==> config.mk <==
export PLATFORM = sky130hd
export DESIGN_NAME = ov7670_capture_param
export DESIGN_NICKNAME = d
export VERILOG_FILES = /design/src/rtl/ov7670_capture_param.sv
export SDC_FILE = /design/constraint.sdc
export NUM_CORES = 1
export LEC_CHECK = 0
export ABC_AREA = 1
export CORE_MARGIN = 2
export CORE_UTILIZATION = 50
export DETAILED_ROUTE_END_ITERATION = 16
export PLACE_DENSITY = 0.83
export SLEW_MARGIN = 20
export SYNTH_ARGS = -nofsm -noshare
export SYNTH_HDL_FRONTEND = slang
export SYNTH_SLANG_ARGS = --single-unit
==> constraint.sdc <==
create_clock -name pclk -period 1.4 [get_ports pclk]
set_input_delay 0.14 -clock pclk [delete_from_list [all_inputs] [get_ports pclk]]
set_output_delay 0.14 -clock pclk [all_outputs]
set_load 0.05 [all_outputs]
==> src/rtl/ov7670_capture_param.sv <==
// OV7670 pixel-bus capture into a frame-buffer write port: configurable geometry,
// power-of-two decimation, RGB565 / YUV422-luma select. Optional line-length check: OV7670_CAPTURE_LINE_CHECK_EN.
module ov7670_capture_param #(
  parameter int H_ACTIVE = 640,
  parameter int V_ACTIVE = 480,
  parameter int DECIM    = 2,
  parameter int CH_W     = 4,
  parameter int ADDR_W   = 17
) (
  input  logic                pclk,
  input  logic                rst,
  input  logic                vsync,
  input  logic                href,
  input  logic [7:0]          d,
  input  logic                fmt,
  output logic [ADDR_W-1:0]   addr,
  output logic [3*CH_W-1:0]   dout,
  output logic                we,
  output logic                frame_done
`ifdef OV7670_CAPTURE_LINE_CHECK_EN
  ,
  output logic                err
`endif
);

  localparam int X_W = $clog2(H_ACTIVE + 1);
  localparam int Y_W = $clog2(V_ACTIVE + 1);
  localparam logic [X_W-1:0] X_LIM  = X_W'(H_ACTIVE);
  localparam logic [Y_W-1:0] Y_LIM  = Y_W'(V_ACTIVE);
  localparam logic [X_W-1:0] X_MASK = X_W'(DECIM - 1);
  localparam logic [Y_W-1:0] Y_MASK = Y_W'(DECIM - 1);

  typedef enum logic {
    ST_UNARMED = 1'b0,
    ST_ARMED   = 1'b1
  } cap_state_e;

  cap_state_e          state_q, state_d;
  logic                vsync_q, vsync_d;
  logic                href_q, href_d;
  logic                fmt_q, fmt_d;
  logic                phase_q, phase_d;
  logic [7:0]          b0_q, b0_d;
  logic [X_W-1:0]      x_q, x_d;
  logic [Y_W-1:0]      y_q, y_d;
  logic [ADDR_W-1:0]   addr_cnt_q, addr_cnt_d;
  logic                wrote_any_q, wrote_any_d;
  logic [ADDR_W-1:0]   addr_q, addr_d;
  logic [3*CH_W-1:0]   dout_q, dout_d;
  logic                we_q, we_d;
  logic                frame_done_q, frame_done_d;

`ifdef OV7670_CAPTURE_LINE_CHECK_EN
  localparam int C_W = $clog2(2 * H_ACTIVE + 2);
  localparam logic [C_W-1:0] C_LIM = C_W'(2 * H_ACTIVE);
  logic [C_W-1:0]      cnt_q, cnt_d;
  logic                err_q, err_d;
`endif

  logic                vsync_rise;
  logic                store_ok;
  logic [5:0]          g6;
  logic [3*CH_W-1:0]   pix;

  assign vsync_rise = vsync & ~vsync_q;
  assign store_ok   = (state_q == ST_ARMED) && (x_q < X_LIM) && (y_q < Y_LIM) &&
                      ((x_q & X_MASK) == '0) && ((y_q & Y_MASK) == '0);

  // Pixel is assembled from the latched first byte and the byte on the bus now.
  assign g6  = {b0_q[2:0], d[7:5]};
  assign pix = fmt_q ? {3{b0_q[7 -: CH_W]}}
                     : {b0_q[7 -: CH_W], g6[5 -: CH_W], d[4 -: CH_W]};

  // Low-order colour bits are deliberately discarded when CH_W is narrow.
  logic unused_bits;
  assign unused_bits = ^{b0_q, d, g6};

  always_comb begin
    // NOTE: every next-state value gets a default first so no path leaves it unassigned (no latches).
    state_d      = state_q;
    vsync_d      = vsync;
    href_d       = href;
    fmt_d        = fmt_q;
    phase_d      = phase_q;
    b0_d         = b0_q;
    x_d          = x_q;
    y_d          = y_q;
    addr_cnt_d   = addr_cnt_q;
    wrote_any_d  = wrote_any_q;
    addr_d       = addr_q;
    dout_d       = dout_q;
    we_d         = 1'b0;
    frame_done_d = 1'b0;
`ifdef OV7670_CAPTURE_LINE_CHECK_EN
    cnt_d        = cnt_q;
    err_d        = err_q;
`endif

    if (vsync) begin
      state_d    = ST_ARMED;
      fmt_d      = fmt;
      phase_d    = 1'b0;
      x_d        = '0;
      y_d        = '0;
      addr_cnt_d = '0;
`ifdef OV7670_CAPTURE_LINE_CHECK_EN
      cnt_d      = '0;
`endif
      if (vsync_rise) begin
        frame_done_d = wrote_any_q;
        wrote_any_d  = 1'b0;
`ifdef OV7670_CAPTURE_LINE_CHECK_EN
        err_d        = 1'b0;
`endif
      end
    end else if (href) begin
      phase_d = ~phase_q;
`ifdef OV7670_CAPTURE_LINE_CHECK_EN
      if (cnt_q <= C_LIM) cnt_d = cnt_q + C_W'(1);
`endif
      if (!phase_q) begin
        b0_d = d;
      end else begin
        if (x_q < X_LIM) x_d = x_q + X_W'(1);
        if (store_ok) begin
          we_d        = 1'b1;
          dout_d      = pix;
          addr_d      = addr_cnt_q;
          addr_cnt_d  = addr_cnt_q + ADDR_W'(1);
          wrote_any_d = 1'b1;
        end
      end
    end else begin
      phase_d = 1'b0;
      if (href_q) begin
        x_d = '0;
        if (y_q < Y_LIM) y_d = y_q + Y_W'(1);
`ifdef OV7670_CAPTURE_LINE_CHECK_EN
        if ((y_q < Y_LIM) && (cnt_q != C_LIM)) err_d = 1'b1;
        cnt_d = '0;
`endif
      end
    end
  end

  always_ff @(posedge pclk) begin
    // NOTE: state registers use non-blocking assignments so every flop samples pre-edge values.
    if (rst) begin
      state_q      <= ST_UNARMED;
      vsync_q      <= 1'b0;
      href_q       <= 1'b0;
      fmt_q        <= 1'b0;
      phase_q      <= 1'b0;
      b0_q         <= '0;
      x_q          <= '0;
      y_q          <= '0;
      addr_cnt_q   <= '0;
      wrote_any_q  <= 1'b0;
      addr_q       <= '0;
      dout_q       <= '0;
      we_q         <= 1'b0;
      frame_done_q <= 1'b0;
`ifdef OV7670_CAPTURE_LINE_CHECK_EN
      cnt_q        <= '0;
      err_q        <= 1'b0;
`endif
    end else begin
      state_q      <= state_d;
      vsync_q      <= vsync_d;
      href_q       <= href_d;
      fmt_q        <= fmt_d;
      phase_q      <= phase_d;
      b0_q         <= b0_d;
      x_q          <= x_d;
      y_q          <= y_d;
      addr_cnt_q   <= addr_cnt_d;
      wrote_any_q  <= wrote_any_d;
      addr_q       <= addr_d;
      dout_q       <= dout_d;
      we_q         <= we_d;
      frame_done_q <= frame_done_d;
`ifdef OV7670_CAPTURE_LINE_CHECK_EN
      cnt_q        <= cnt_d;
      err_q        <= err_d;
`endif
    end
  end

  assign addr       = addr_q;
  assign dout       = dout_q;
  assign we         = we_q;
  assign frame_done = frame_done_q;
`ifdef OV7670_CAPTURE_LINE_CHECK_EN
  assign err        = err_q;
`endif

endmodule

==> results.sh, run 1 <==
export IMPL_status="finished clean"
export IMPL_final_core_util=0.657
export IMPL_clk_latency_ns=0.35
export IMPL_critPathKind="input pin to flop"
export IMPL_start_util=0.507
export IMPL_cp_top_family="simple AND/OR/NAND/NOR gates"
export IMPL_hold_class="input pin to flop"
export IMPL_ys_top_cells_by_area="dfxtp_1, nand2_1, a21oi_1"
export IMPL_power_density_nw_per_um2=953
export IMPL_cap_violations=0
export IMPL_r2r_start="x_q[0]"
export IMPL_cts_buffer_depth=2
export IMPL_finalSetupViolCount=0
export IMPL_syn_avg_cell_area_um2=7.00
export IMPL_die_h_um=89.1
export IMPL_skew_ns=0.0104
export IMPL_crit_fanout=3
export IMPL_r2r_end="dout[7]"
export IMPL_antenna_found_initial=0
export IMPL_fin_crit_sh=0.972
export IMPL_cellLeakagePower_nw=1.90
export IMPL_ant_nets=0
export IMPL_hold_violations=0
export IMPL_die_x_um=89.1
export IMPL_drt_iter0_drc=132
export IMPL_maxSlewViolCount=0
export IMPL_cts_tree="built"
export IMPL_cp_startpoint="href"
export IMPL_die_area_um2=7940
export IMPL_yosysSeqAreaShare=0.442
export IMPL_yosysMostFrequentCell="nand2_1"
export IMPL_r2r_setup_slack_ns=0.06
export IMPL_firstDrtPassIters=6
export IMPL_start_kind="input pin"
export IMPL_worst_pin_slew_ns=0.261
export IMPL_cts_buffers=9
export IMPL_dp_cells=673
export IMPL_worst_path_most_repeated_cell="nand2_1"
export IMPL_ys_flop_type="dfxtp_1"
export IMPL_slew_headroom=0.825
export IMPL_grt_overflow=0
export IMPL_final_area_um2=4690
export IMPL_area_growth_pct=29.6
export IMPL_critPathMaxStageDelay_ns=0.45
export IMPL_cts_root_buf="clkbuf_8"
export IMPL_synth_edff_count=0
export IMPL_num_io_pins=44
export IMPL_crit_arrival_ns=1.60
export IMPL_yosys_warnings=0
export IMPL_synthCells=517
export IMPL_path_depth=10
export IMPL_reg2reg_depth=9
export IMPL_syn_cell_area_um2=3620
export IMPL_gp_congestion=0.852
export IMPL_post_drt_wl_per_cell_um=12.5
export IMPL_vias=3485
export IMPL_grt_pass1_vias=3157
export IMPL_setup_tns_ns=0
export IMPL_dp_hpwl_um=5970
export IMPL_rsz0062_at_grt="true"
export IMPL_yosysTopAreaCellShare=0.442
export IMPL_place_area_um2=4350
export IMPL_path_cells="clkdlybuf4s50_1, buf_4, inv_2, nand2_1, nor2_2, nand3_1, nor2_2, nand2_1, nand2_1, nor2_1"
export IMPL_drc=0
export IMPL_critPathBufInv=3
export IMPL_num_rows=31
export IMPL_cts_sinks=80
export IMPL_cp_required_ns=1.64
export IMPL_slowest_stage="clkdlybuf4s50_1"
export IMPL_grt_pass1_wl_um=13800
export IMPL_antenna_cells=0
export IMPL_fin_crit_ns=1.36
export IMPL_end_kind="flop"
export IMPL_synth_top_area_cell="dfxtp_1"
export IMPL_viasPerCell=5.03
export IMPL_path_clk_slew_ns=0.08
export IMPL_layout_drive_gt1_share=0.239
export IMPL_synth_distinct_cells=31
export IMPL_numPortBuffers=43
export IMPL_track_usage=0.222
export IMPL_routed_wirelength_um=8690
export IMPL_core_um2=7140
export IMPL_crit_end="y_q[6]"
export IMPL_htree_levels=3
export IMPL_synth_fp_nets=533
export IMPL_synth_top_cells_by_count="nand2_1, dfxtp_1, inv_1, nor2_1, a21oi_1"
export IMPL_nets=605
export IMPL_grt_max_degree=25
export IMPL_synth_async_reset_ratio=0
export IMPL_fmax_mhz=735
export IMPL_ir_drop_v=0.000393
export IMPL_yosys_register_bits=80
export IMPL_stdcell_count=693
-- registers in the layout (all words and copies together) (netlist names) --
signal       count
x_q             10
addr_cnt_q      17
addr            17
vsync_q          1
dout            12
y_q              9
frame_done       1
we               1
b0_q             7
wrote_any_q      1
href_q           1
phase_q          1
state_q          1
fmt_q            1
-- cells in the final DEF (no fill, tap or decap), drive strengths merged, types with 3 or more instances in the layout --
| cell | netlist | layout |
|---|---|---|
| a21oi | 61 | 61 |
| buf | 11 | 63 |
| clkbuf | 3 | 10 |
| clkdlybuf4s50 | 0 | 12 |
| clkinv | 3 | 6 |
| dfxtp | 80 | 80 |
| ha | 3 | 3 |
| inv | 66 | 66 |
| nand2 | 157 | 157 |
| nand3 | 19 | 19 |
| nand4 | 7 | 7 |
| nor2 | 67 | 67 |
| nor3 | 9 | 9 |
| o21ai | 22 | 22 |
| xor2 | 4 | 4 |
-- worst min-delay path by stage --
stage	slack (ns)	cells after the start	end	from
2_1_floorplan	0.25	2	fmt_q	fmt
3_3_place_gp	0.43	2	dout[1]	dout[1]
3_5_place_dp	0.43	2	dout[0]	dout[0]
4_1_cts	0.39	3	b0_q[6]	d[6]
5_1_grt	0.40	3	b0_q[0]	d[0]
6_report	0.39	3	fmt_q	fmt
-- cell type report --
| cell class | count | area (um^2) |
|---|---|---|
| well taps | 99 | 124 |
| repair buffers | 75 | 722 |
| flip-flops and latches | 80 | 1620 |
| fillers | 582 | 2440 |
| clock inverters | 6 | 82.6 |
| multi-input cells | 354 | 1750 |
| clock buffers | 10 | 138 |
| inverters | 69 | 259 |
-- what timing repair did --
action | 4_1_cts | 5_1_grt
hold buffers | 0 | 0
cloned | 0 | 0
setup buffers | 2 | 2
gates resized for setup | 2 | 31
pin swaps | 2 | 6
endpoints found under the hold margin | 0 | 0
endpoints found under the setup margin | 3 | 44
-- worst register-to-register path, delay by kind of cell (launching register included) --
family / cells / cell delay [ns]
AOI/OAI and AO/OA: 1 / 0.04
buffers and inverters: 1 / 0.17
DFF: 1 / 0.36
and+or+nand+nor: 7 / 0.65
-- metrics by stage --
step / power [mW] / hold WS (ns) / setup slack, ns
after floorplan: 2.51 / 0.253 / 0.117
after global placement: 2.61 / 0.431 / -0.176
after detailed placement: 2.62 / 0.434 / -0.231
after CTS: 4.47 / 0.391 / 0.00433
after global routing: 4.62 / 0.404 / -0.0410
final: 4.47 / 0.388 / 0.0387
-- per-layer routing --
metal,share of wire,vias to the layer above,global-route usage
met4,0.018,0,0.0855
met2,0.49,84,0.380
met1,0.45,1617,0.276
li1,-,1770,-
met3,0.045,14,0.0406
met5,0,-,0
-- power by group --
group / total, mW / leakage (nW) / internal, mW / switching (mW)
combinational: 0.255 / 1.14 / 0.103 / 0.152
clock: 1.90 / 0.112 / 1.04 / 0.857
sequential: 2.32 / 0.652 / 2.30 / 0.0189
-- kinds of logic (layout without fill, tap and decap cells) --
kind of cell    after synthesis  in the layout  synth area share
buf+inv                      83            160            0.0947
fa+ha+maj                     3              3            0.0104
xor+xnor                      5              5            0.0121
simple gates                261            261             0.311
flops                        80             80             0.442
compound gates               85             85             0.129
No activity file was read; power rests on OpenSTA's default activity.
==> inputs of run 2 (changes only) <==
--- a/config.mk
+++ b/config.mk
@@ -10,7 +10,6 @@
 export CORE_UTILIZATION = 50
 export DETAILED_ROUTE_END_ITERATION = 16
 export PLACE_DENSITY = 0.83
-export SLEW_MARGIN = 20
 export SYNTH_ARGS = -nofsm -noshare
 export SYNTH_HDL_FRONTEND = slang
 export SYNTH_SLANG_ARGS = --single-unit
==> results of run 2 <==
Same layout as run 1: the final DEF is identical, and so are final timing and power.
==> RTL change 1: new RTL, config.mk and constraints of run 1 <==
The parameter `ADDR_W` goes from 17 to 21.
--- a/src/rtl/ov7670_capture_param.sv
+++ b/src/rtl/ov7670_capture_param.sv
@@ -7,3 +7,3 @@
   parameter int CH_W     = 4,
-  parameter int ADDR_W   = 17
+  parameter int ADDR_W   = 21
 ) (
Ports: changed (resized addr); port bits go from 44 to 48. No check against the original RTL was run, so the function may have changed too.
==> RTL change 1 against run 1 <==
- the flow now finishes with violations (setup timing)
- sequential cell count up 8
- core utilization up 6.5 points
- sequential share of layout area down 2.0 points
- routed wire length up 32%
- total power up 10%
- worst setup slack worse by 0.13 ns
- design area up 17%
- critical path depth unchanged
- synthesized cell count up 3.5%
- synthesized area up 6.8%
- count of clock-buffer cells in the layout unchanged
- clock skew up 0.0077 ns
- fmax down 8.9%
- clock power up 7%
- critical path type is now reg -> reg
- largest cell class unchanged
- highest routed layer unchanged
==> RTL change 1: results (changes against run 1) <==
* Status: finished with violations
* Failing checks: setup timing
* Met2 GRT Util at 39.6% (+1.7 points)
* Iter 0 DRT Violations at 349 (+160%)
* Global routing usage on met1 at 26.5% (-1.2 points)
* Worst vdd ir at 0.642 mV (+64%)
* GP Congestion at 0.938 (+10%)
* GRT Util Overall at 22.5% (+0.28 points)
* Grt met3 use at 4.35% (+0.29 points)
* Layout cell share with drive strength beyond 1 at 34.8% (+11 points)
* Critical Path AT at 1.76 ns (+0.16 ns)
* Final setup viols at 38 (+38)
* Clk Latency, worst-skew pair at 0.37 ns (+0.02 ns)
* Fillers at 517 (-11%)
* Nets@finish at 667 (+10%)
* Post-synthesis net count at 551 (+3.4%)
* Sequential area share after synthesis at 45.6% (+1.3 points)
* CP max stage cell: dfxtp_4
* Initial DRT Pass Iterations at 5 (-1)
* PortBufs at 47 (+9.3%)
* Largest net degree at the start of global routing at 24 (-4.0%)
* Final worst-path setup slack at -0.0940 ns (-0.133 ns)
* Total Wirelength at 11.5 mm (+32%)
* First-pass GRT wire length at 15.4 mm (+11%)
* Synth unique cells at 34 (+9.7%)
* Leakage power at 2.34 nW (+23%)
* Vias in the first global route at 3,559 (+13%)
* Core area at 7610 um2 (+6.6%)
* Top cells by count, synth: nor2_1, nand2_1, dfxtp_1
* DP Wirelength at 6.79 mm (+14%)
* Synth area leaders: dfxtp_1, nor2_1, nand2_1
==> RTL change 1: cell count changes after synthesis, moves of 4 or more <==
cell / run 1 / this run
buf_2: 7 / 1
nor2_1: 59 / 102
clkbuf_1: 3 / 7
dfxtp_1: 80 / 88
a21oi_1: 51 / 29
nand3_1: 19 / 15
nor3_1: 8 / 14
o21ai_0: 19 / 52
o21ai_1: 3 / 11
buf_6: 1 / 7
nand2_1: 143 / 99
nand2_2: 13 / 2
==> RTL change 1: layout make-up <==
type                       instances  area (um2)  share of cell area [%]
multi-input combinational        365        1990                    36.2
sequential                        88        1790                    32.5
timing repair buffer             121        1110                    20.2
inverter                          66         255                    4.65
clock buffer                      10         138                    2.51
tap                              102         128                    2.32
clock inverter                     6        91.3                    1.66
==> RTL change 1: path summary, 6_finish.rpt <==
path	startpoint	end	slack, ns	cells past startpoint
max	addr_cnt_q[1]	addr_cnt_q[16]	-0.09	10
max reg2reg	addr_cnt_q[1]	addr_cnt_q[16]	-0.09	10
min	d[7]	b0_q[7]	0.34	3
min reg2reg	b0_q[2]	b0_q[2]	0.46	2
==> RTL change 1: layer usage <==
metal / share of wire (%) / vias to the layer above
met1: 39 / 1937
li1: - / 1936
met3: 6.6 / 38
met4: 3.0 / 0
met2: 51 / 200
met5: 0 / -
==> RTL change 1: cells by family (layout without fill, tap and decap cells) <==
logic type	after synthesis	in the layout	share of synthesized area, %
flops	88	88	45.6
simple gates	253	253	28.3
compound gates	106	106	14.9
buf+inv	82	203	9.51
fa+ha+maj	3	3	0.971
xor+xnor	3	3	0.680
==> RTL change 1: critical path, delay by kind of cell (launching register included) <==
| kind | cells | cell delay, ns |
|---|---|---|
| adders and majority gates | 1 | 0.14 |
| DFF | 1 | 0.39 |
| buffers and inverters | 3 | 0.28 |
| and+or+nand+nor | 6 | 0.56 |
==> RTL change 1: timing repair <==
item / CTS / global route
pin swaps: 5 / 24
gates cloned: 0 / 3
endpoints found under the setup margin: 11 / 53
resized for setup: 13 / 103
setup buffers: 2 / 10
==> RTL change 1: through the flow <==
step | setup WS (ns) | instance area (um2) | cells | setup TNS [ns]
after floorplan | 0.0307 | 3870 | 535 | 0
after global placement | -0.268 | 4790 | 727 | -12.41
after detailed placement | -0.326 | 4790 | 727 | -15.63
after CTS | -0.00239 | 5060 | 745 | -0.00239
after global routing | -0.167 | 5490 | 758 | -5.64
final | -0.0940 | 5490 | 758 | -1.45
==> RTL change 1: power groups by stage <==
stage	registers (mW)	clock network (mW)	logic (mW)
final	2.55	2.03	0.341
after global routing	2.56	2.13	0.364
after CTS	2.55	2.02	0.301
after detailed placement	2.61	0	0.296
after global placement	2.61	0	0.291
after floorplan	2.63	0	0.134
==> RTL change 2: new RTL, config.mk and constraints of run 1 <==
Without the edit above. Take the reset off `b0_q` and load it in a clocked block of its own.
--- a/src/rtl/ov7670_capture_param.sv
+++ b/src/rtl/ov7670_capture_param.sv
@@ -153,3 +153,2 @@
       phase_q      <= 1'b0;
-      b0_q         <= '0;
       x_q          <= '0;
@@ -172,3 +171,2 @@
       phase_q      <= phase_d;
-      b0_q         <= b0_d;
       x_q          <= x_d;
@@ -188,2 +186,6 @@
 
+  always_ff @(posedge pclk) begin
+    b0_q <= b0_d;
+  end
+
   assign addr       = addr_q;
Function: no difference found for any inputs over 4 cycles, from zero or initial values and one cycle with rst high; that may be too few to reach the edited logic, so the function may still have changed.
==> RTL change 2 against run 1 <==
- clock power fell by 17%
- total power fell by 7.0%
- register-to-register slack got worse by 0.04 ns
- die area fell by 1.4%
- synthesized area fell by 1.5%
- first-iteration DRC count rose by 3.0%
- worst hold slack got worse by 0.066 ns
- design area rose by 2.7%
- fmax fell by 1.4%
- routed wire length rose by 1.2%
- via count rose by 0.57%
- critical path depth did not move
- worst setup slack got worse by 0.020 ns
- sequential cell count did not move
==> RTL change 2: results (changes against run 1) <==
* Synth area leaders: dfxtp_1, nand2_1, inv_1
* Worst Tran Pin Value at 0.378 ns (+0.117 ns)
* Fillers at 544 (-6.5%)
* Crit path max-delay family: simple AND/OR/NAND/NOR gates
* GRT Util Overall at 21.8% (-0.37 points)
* Critical Path AT at 1.68 ns (+0.08 ns)
* Clock transition at path regs at 0.09 ns
* Max Slew Vio Count at 0 (unchanged)
* Routed length per placed instance at 12.9 um (+2.5%)
* Top cells by count, synth: nand2_1, dfxtp_1, inv_1
* Critical path's largest stage delay at 0.37 ns (-0.08 ns)
* Worst vdd ir at 0.512 mV (+30%)
* Post-synthesis net count at 510 (-4.3%)
* Clock Path Buffers at 2 (unchanged)
* Placed Instance Area at 4400 um2 (+1.1%)
* Hold path cells at 1 (-2)
* CP max stage cell: dfxtp_4
* Hold_sp: d[5]
* CTS root buf: clkbuf_8
* Post-synth EDFFs at 7 (+7)
* Synth unique cells at 30 (-3.2%)
* CP max FO at 7 (+4)
* Cell depth of the worst flop-to-flop path at 10 (+1)
* First-pass GRT wire length at 13.2 mm (-4.3%)
* Routed vias/inst at 5.12 (+1.9%)
* Clk Latency, worst-skew pair at 0.37 ns (+0.02 ns)
* Layout cell share with drive strength beyond 1 at 27.9% (+4.0 points)
* Initial antenna violation count at 0 (unchanged)
* Number of antenna diodes at 0 (unchanged)
* CP startpoint: x_q[0]
* Nets@finish at 599 (-0.99%)
* Vias in the first global route at 3,133 (-0.76%)
* Async set-reset flop share out of synthesis at 0% (unchanged)
* Initial DRT Pass Iterations at 4 (-2)
* Largest net degree at the start of global routing at 31 (+24%)
* Status: complete, no violations
* Sequential area share after synthesis at 46.8% (+2.6 points)
* GP Congestion at 0.832 (-2.3%)
* Leading register cell type out of synthesis: dfxtp_1
* Post-place setup slack at -0.313 ns (-0.0814 ns)
* Cts bufs inserted at 9 (unchanged)
* Setup total negative slack at 0 ns (unchanged)
* Iter 0 DRT Violations at 136 (+3.0%)
* Leakage power at 2.01 nW (+5.5%)
* Worst Skew at 0.0120 ns (+0.00161 ns)
* DP Wirelength at 5.88 mm (-1.5%)
RTL change 2: cell types whose count changed after synthesis, sizes merged, moves of 2 or more:
cell    change
clkinv      -2
dfxtp       -7
a21oi       -4
nand4       +3
o21ai       -7
nor2        -9
edfxtp      +7
inv         +2
nand2       -8
RTL change 2: kinds of logic after synthesis:
logic type	share of synthesized area, %
adders and majority gates	1.05
xor gates and xnor gates	1.23
and+or+nand+nor	29.9
buffers and inverters	9.64
AOI/OAI and AO/OA	11.4
DFF	46.8
RTL change 2: repair_timing:
item | 4_1_cts | 5_1_grt
pin swaps | 2 | 16
setup endpoints to repair | 16 | 44
gates resized for setup | 9 | 46
gates cloned | 0 | 3
setup buffers | 1 | 1
RTL change 2: path summary, 6_finish.rpt:
path / slack (ns) / endpoint
max: 0.02 / dout[11]
min: 0.32 / b0_q[5]
max reg2reg: 0.02 / dout[11]
min reg2reg: 0.47 / y_q[8]
RTL change 2: metrics by stage:
step	instances	utilization, %
3_5_place_dp	663	64.0
5_1_grt	684	70.2
4_1_cts	680	67.0
6_report	684	70.2
2_1_floorplan	494	-
3_3_place_gp	663	64.0
RTL change 2: cell type report:
class                           count  area share [%]
Sequential cell                    80            34.8
Clock buffer                        9            2.57
Inverter                           69            5.48
Timing Repair Buffer               92            18.1
Multi-Input combinational cell    331            35.5
Tap cell                           96            2.49
Clock inverter                      7            1.12
RTL change 2: layer usage:
metal  share of wire (%)  up-vias  track usage, %
met5                   0        -               0
met4                 1.8        0            8.95
met3                 4.9       12            4.57
met2                  50       99            37.9
met1                  43     1663            26.2
li1                    -     1731               -
RTL change 2: report_power, final:
part	switching [mW]	internal, mW	total, mW
sequential	0.0137	2.33	2.34
clock	0.908	0.665	1.57
combinational	0.146	0.0987	0.244
